<file path="config.mk">
export PLATFORM = sky130hd
export DESIGN_NAME = key_debounce_repeat
export DESIGN_NICKNAME = d
export VERILOG_FILES = /design/src/rtl/key_debounce_repeat.sv
export SDC_FILE = /design/constraint.sdc
export NUM_CORES = 1
export LEC_CHECK = 0
export CAP_MARGIN = 20
export CORE_MARGIN = 2
export CORE_UTILIZATION = 50
export DETAILED_ROUTE_END_ITERATION = 6
export PLACE_DENSITY = 0.7
export SLEW_MARGIN = 0
export SYNTH_ARGS = -nofsm -noshare
export SYNTH_HDL_FRONTEND = slang
export SYNTH_SLANG_ARGS = --single-unit
</file>
<file path="constraint.sdc">
create_clock -name CLOCK_50 -period 3.1 [get_ports CLOCK_50]
set_clock_uncertainty 0.05 [all_clocks]
set_input_delay 0.93 -clock CLOCK_50 [delete_from_list [all_inputs] [get_ports CLOCK_50]]
set_output_delay 0.93 -clock CLOCK_50 [all_outputs]
set_load 0.02 [all_outputs]
</file>
<file path="src/rtl/key_debounce_repeat.sv">
// Push-button front end: a 2-FF synchroniser and a debounce/auto-repeat FSM for each key.
// The auto-repeat path (REPEAT state, key_repeat, key_long) is built only when KEY_REPEAT_EN is defined.
module key_debounce_repeat #(
    parameter int NUM_KEYS        = 4,
    parameter int DEBOUNCE_CYCLES = 1_000_000,
    parameter int HOLD_CYCLES     = 25_000_000,
    parameter int REPEAT_CYCLES   = 5_000_000
) (
    input  logic                CLOCK_50,
    input  logic                RESET_N,
    input  logic [NUM_KEYS-1:0] KEY,
    output logic [NUM_KEYS-1:0] key_level,
    output logic [NUM_KEYS-1:0] key_press,
    output logic [NUM_KEYS-1:0] key_release,
    output logic [NUM_KEYS-1:0] key_repeat,
    output logic [NUM_KEYS-1:0] key_long
);

    localparam int MAX_DH     = (DEBOUNCE_CYCLES > HOLD_CYCLES) ? DEBOUNCE_CYCLES : HOLD_CYCLES;
    localparam int MAX_CYCLES = (MAX_DH > REPEAT_CYCLES) ? MAX_DH : REPEAT_CYCLES;
    localparam int CW         = $clog2(MAX_CYCLES);

    localparam logic [CW-1:0] DEB_LAST  = CW'(DEBOUNCE_CYCLES - 1);
`ifdef KEY_REPEAT_EN
    localparam logic [CW-1:0] HOLD_LAST = CW'(HOLD_CYCLES - 1);
    localparam logic [CW-1:0] REP_LAST  = CW'(REPEAT_CYCLES - 1);
`endif

    localparam logic [2:0] ST_IDLE        = 3'd0;
    localparam logic [2:0] ST_DEB_PRESS   = 3'd1;
    localparam logic [2:0] ST_HELD        = 3'd2;
`ifdef KEY_REPEAT_EN
    localparam logic [2:0] ST_REPEAT      = 3'd3;
`endif
    localparam logic [2:0] ST_DEB_RELEASE = 3'd4;

    // Per-key state is visible as gen_key[i].state_q for external checkers.
    for (genvar g = 0; g < NUM_KEYS; g++) begin : gen_key
        logic [1:0]    sync_q;
        logic          k_s;
        logic [2:0]    state_q, state_d;
        logic [CW-1:0] cnt_q, cnt_d;
        logic          level_q, level_d;
        logic          press_q, press_d;
        logic          release_q, release_d;
`ifdef KEY_REPEAT_EN
        logic          repeat_q, repeat_d;
        logic          long_q, long_d;
`endif

        assign k_s = sync_q[1];

        // Reset value 0 means "released" in the inverted (1 = pressed) domain.
        always_ff @(posedge CLOCK_50 or negedge RESET_N) begin
            if (!RESET_N) begin
                sync_q <= 2'b00;
            end else begin
                sync_q <= {sync_q[0], ~KEY[g]};
            end
        end

        always_comb begin
            state_d   = state_q;
            cnt_d     = cnt_q;
            level_d   = level_q;
            press_d   = 1'b0;
            release_d = 1'b0;
`ifdef KEY_REPEAT_EN
            repeat_d  = 1'b0;
            long_d    = long_q;
`endif
            case (state_q)
                ST_IDLE: begin
                    if (k_s) begin
                        state_d = ST_DEB_PRESS;
                        cnt_d   = '0;
                    end
                end
                ST_DEB_PRESS: begin
                    if (!k_s) begin
                        state_d = ST_IDLE;
                        cnt_d   = '0;
                    end else if (cnt_q == DEB_LAST) begin
                        state_d = ST_HELD;
                        cnt_d   = '0;
                        press_d = 1'b1;
                        level_d = 1'b1;
                    end else begin
                        cnt_d = cnt_q + 1'b1;
                    end
                end
                ST_HELD: begin
                    if (!k_s) begin
                        state_d = ST_DEB_RELEASE;
                        cnt_d   = '0;
`ifdef KEY_REPEAT_EN
                    end else if (cnt_q == HOLD_LAST) begin
                        state_d  = ST_REPEAT;
                        cnt_d    = '0;
                        repeat_d = 1'b1;
                        long_d   = 1'b1;
                    end else begin
                        cnt_d = cnt_q + 1'b1;
`endif
                    end
                end
`ifdef KEY_REPEAT_EN
                ST_REPEAT: begin
                    if (!k_s) begin
                        state_d = ST_DEB_RELEASE;
                        cnt_d   = '0;
                    end else if (cnt_q == REP_LAST) begin
                        cnt_d    = '0;
                        repeat_d = 1'b1;
                    end else begin
                        cnt_d = cnt_q + 1'b1;
                    end
                end
`endif
                ST_DEB_RELEASE: begin
                    // A short glitch returns to HELD: level stays up and hold timing restarts.
                    if (k_s) begin
                        state_d = ST_HELD;
                        cnt_d   = '0;
`ifdef KEY_REPEAT_EN
                        long_d  = 1'b0;
`endif
                    end else if (cnt_q == DEB_LAST) begin
                        state_d   = ST_IDLE;
                        cnt_d     = '0;
                        release_d = 1'b1;
                        level_d   = 1'b0;
`ifdef KEY_REPEAT_EN
                        long_d    = 1'b0;
`endif
                    end else begin
                        cnt_d = cnt_q + 1'b1;
                    end
                end
                default: begin
                    state_d = ST_IDLE;
                    cnt_d   = '0;
                    level_d = 1'b0;
`ifdef KEY_REPEAT_EN
                    long_d  = 1'b0;
`endif
                end
            endcase
        end

        always_ff @(posedge CLOCK_50 or negedge RESET_N) begin
            if (!RESET_N) begin
                state_q   <= ST_IDLE;
                cnt_q     <= '0;
                level_q   <= 1'b0;
                press_q   <= 1'b0;
                release_q <= 1'b0;
`ifdef KEY_REPEAT_EN
                repeat_q  <= 1'b0;
                long_q    <= 1'b0;
`endif
            end else begin
                state_q   <= state_d;
                cnt_q     <= cnt_d;
                level_q   <= level_d;
                press_q   <= press_d;
                release_q <= release_d;
`ifdef KEY_REPEAT_EN
                repeat_q  <= repeat_d;
                long_q    <= long_d;
`endif
            end
        end

        assign key_level[g]   = level_q;
        assign key_press[g]   = press_q;
        assign key_release[g] = release_q;
`ifdef KEY_REPEAT_EN
        assign key_repeat[g]  = repeat_q;
        assign key_long[g]    = long_q;
`else
        assign key_repeat[g]  = 1'b0;
        assign key_long[g]    = 1'b0;
`endif
    end

endmodule
</file>
==> results.py <==
metrics = {
    "cells_and_area": {
        "design_area_um2": 8009,
        "stdcell_count": 962,
        "syn2layout_area_growth_pct": 11.40,
        "mostFrequentLayoutCells": "dfrtp_1, nor2_1, nand2_1",
        "drive_gt1_frac": 0.08696,
        "layout.nets": 779,
        "antenna_cells": 0,
        "final_common_cell": "dfrtp_1",
    },
    "route": {
        "drtIter0Drc": 500,
        "postRouteAntennaNets": 0,
        "wl_per_cell_um": 15.69,
        "drt_first_pass_iters": 5,
        "routed_wl_um": 15100,
        "drc_errors": 0,
        "via_per_inst": 5.937,
        "vias": 5711,
    },
    "timing": {
        "period_share": 0.8035,
        "slew_violations": 0,
        "maxSlewHeadroom": 0.3861,
        "grt_setup_unrepaired": "no",
        "setup_viol": 0,
        "timing.final.ws_setup_ns": 0.6092,
        "holdWs_ns": 0.2981,
        "hold_viol_final": 0,
        "fin_crit_ns": 2.491,
        "max_freq_mhz": 401.5,
        "worst_pin_slew_ns": 0.9168,
        "final.setup.tns_ns": 0,
    },
    "synthesis": {
        "yosys.area_share.simple": 0.2550,
        "synth_mux_area_frac": 0.01166,
        "synth_top_family_by_area": "simple AND/OR/NAND/NOR gates",
        "synth_compound_area_frac": 0.1281,
        "synth-edff-count": 0,
        "async_flop_share": 1.000,
        "synth.ff_latch_count": 132,
        "ys_types": 71,
        "mappedNetlistArea_um2": 7189,
        "syn_avg_cell_area_um2": 9.386,
        "synth_ff_type": "dfrtp_1",
        "yosysSeqAreaShare": 0.4595,
        "synth_cells": 766,
        "yosys_warnings": 0,
        "synth-xor-area-share": 0.08284,
        "synth_fa_ha_area_frac": 0.006961,
    },
    "global_routing": {
        "grt_pass1_vias": 5611,
        "grt_pass1_wl_um": 26320,
        "antenna_found_initial": 0,
        "grt_max_degree": 64,
        "grt_overflow": 0,
        "grt_usage": 0.2159,
    },
    "placed_design": {
        "buffer_ports.inserted": 17,
        "dpl_cell_area_um2": 7410,
        "dp_slack_ns": 0.5007,
        "placed_cells": 929,
        "globalplace.congestion": 0.8609,
        "hpwl_um": 10010,
    },
    "clocking": {
        "h-tree-depth": 4,
        "tritoncts": "yes",
        "cts_setup_buffers": 0,
        "cts_hold_buf": 0,
        "cts_sinks": 132,
        "clk_latency_ns": 0.42,
        "cts_root_buf": "clkbuf_16",
        "cts_buffer_depth": 2,
        "clk_pin_slew_ns": 0.06,
        "cts_resized": 0,
        "cts_buffers": 17,
    },
    "critical_path": {
        "cp.required_ns": 3.32,
        "crit_type": "reg2reg",
        "r2r-start": "gen_key[2].cnt_q[7]$_DFFE_PN0P_",
        "cp_max_fo": 19,
        "critPathLaunchType": "register",
        "reg2reg_slack_ns": 0.61,
        "crit_arrival_ns": 2.71,
        "reg2reg_to": "gen_key[2].cnt_q[22]$_DFFE_PN0P_",
        "r2r_cells": 5,
        "cp-end-kind": "register",
        "crit_start": "gen_key[2].cnt_q[7]$_DFFE_PN0P_",
        "crit_end": "gen_key[2].cnt_q[22]$_DFFE_PN0P_",
    },
    "floorplanning": {
        "io_pins": 26,
        "fp.dieW_um": 123.9,
        "die_h_um": 123.9,
        "start_util": 0.5140,
        "coreArea_um2": 13990,
        "rows": 43,
        "die-area_um2": 15350,
    },
    "outcome": {
        "status": "finished clean",
    },
    "power_and_ir_drop": {
        "ir_drop_mv": 0.3878,
        "p_leak_nw": 3.322,
        "power_density_nw_per_um2": 495.4,
    },
    "hold_path": {
        "hp-class": "reg2reg",
        "min_from": "gen_key[2].sync_q[0]$_DFF_PN0_",
    },
    "flow_run": {
        "drv_cap": 0,
    },
}
[cells by family after synthesis]
| kind of cell | count (synthesis) |
|---|---|
| adder cells (fa/ha/maj) | 4 |
| flip-flops | 132 |
| buffers and inverters | 81 |
| multiplexers | 8 |
| AO/OA/AOI/OAI | 135 |
| other | 1 |
| AND/OR/NAND/NOR | 337 |
| XOR/XNOR | 68 |
[worst min path at each step]
stage                                     end  cells past startpoint
2_1_floorplan  gen_key[0].sync_q[1]$_DFF_PN0_                      0
3_3_place_gp   gen_key[1].sync_q[1]$_DFF_PN0_                      0
3_5_place_dp   gen_key[0].sync_q[1]$_DFF_PN0_                      0
4_1_cts        gen_key[0].sync_q[1]$_DFF_PN0_                      0
5_1_grt        gen_key[0].sync_q[1]$_DFF_PN0_                      0
6_report       gen_key[2].sync_q[1]$_DFF_PN0_                      0
[power breakdown]
group          leakage (nW)  internal (W)  switching [W]  total (W)
clock network         0.290       0.00130       0.000729    0.00203
registers              1.81       0.00174      0.0000234    0.00176
logic                  1.22     0.0000500       0.000125   0.000175
total                  3.32       0.00309       0.000877    0.00397
[worst max-delay path, cell delays in order (launching register included)]
cell     delay (ns)
dfrtp_1        0.45
or4b_4         0.56
nor4_4         0.49
a21oi_2        0.15
a21oi_4        0.49
a21oi_1        0.15
[state kept, by name, indices dropped and copies added (netlist names)]
| signal | cells |
|---|---|
| gen_key.state_q | 12 |
| gen_key.cnt_q | 100 |
| gen_key.press_q | 4 |
| gen_key.release_q | 4 |
| gen_key.level_q | 4 |
| gen_key.sync_q | 8 |
[per-layer routing]
layer | part of all wire | track usage | up-vias
met3 | 0.041 | 0.05586 | 20
met2 | 0.49 | 0.3537 | 139
met1 | 0.46 | 0.2841 | 2833
met5 | 0 | 0 | -
li1 | - | - | 2719
met4 | 0.011 | 0.06180 | 0
[metrics by stage]
step | total power (W) | util
6_report | 0.003968 | 0.5725
5_1_grt | 0.004122 | 0.5725
4_1_cts | 0.004006 | 0.5722
3_5_place_dp | 0.001972 | 0.5297
3_3_place_gp | 0.001964 | 0.5297
2_1_floorplan | 0.001905 | -
[synthesized netlist by cell type, drive strengths merged, types with 4 or more instances]
library cell    n  area share
a211oi          6      0.0090
a21o            5      0.0052
a21oi          47       0.035
a22o            7      0.0087
and2           13       0.011
and3           15       0.013
and4           10       0.012
buf            29       0.028
clkbuf         21       0.011
dfrtp         132        0.46
ha              4      0.0070
inv            31       0.016
mux2i           5      0.0070
nand2          53       0.028
nand2b          6      0.0052
nand3          40       0.028
nand4          33       0.029
nor2           73       0.038
nor3           29       0.020
nor3b           4      0.0042
nor4           14       0.014
nor4b          12       0.015
o21ai          37       0.027
or2             4      0.0035
or3             9      0.0078
or3b            5      0.0061
or4             4      0.0042
xnor2          32       0.039
xor2           36       0.044
[cell type report]
| class | count | area, um2 |
|---|---|---|
| well taps | 180 | 225.2 |
| inverters | 31 | 116.4 |
| repair buffers | 27 | 256.5 |
| flip-flops and latches | 132 | 3303 |
| clock inverters | 10 | 130.1 |
| fillers | 1218 | 5979 |
| clock buffers | 22 | 464.2 |
| multi-input cells | 560 | 3513 |
Power figures use the tool's default switching activity.
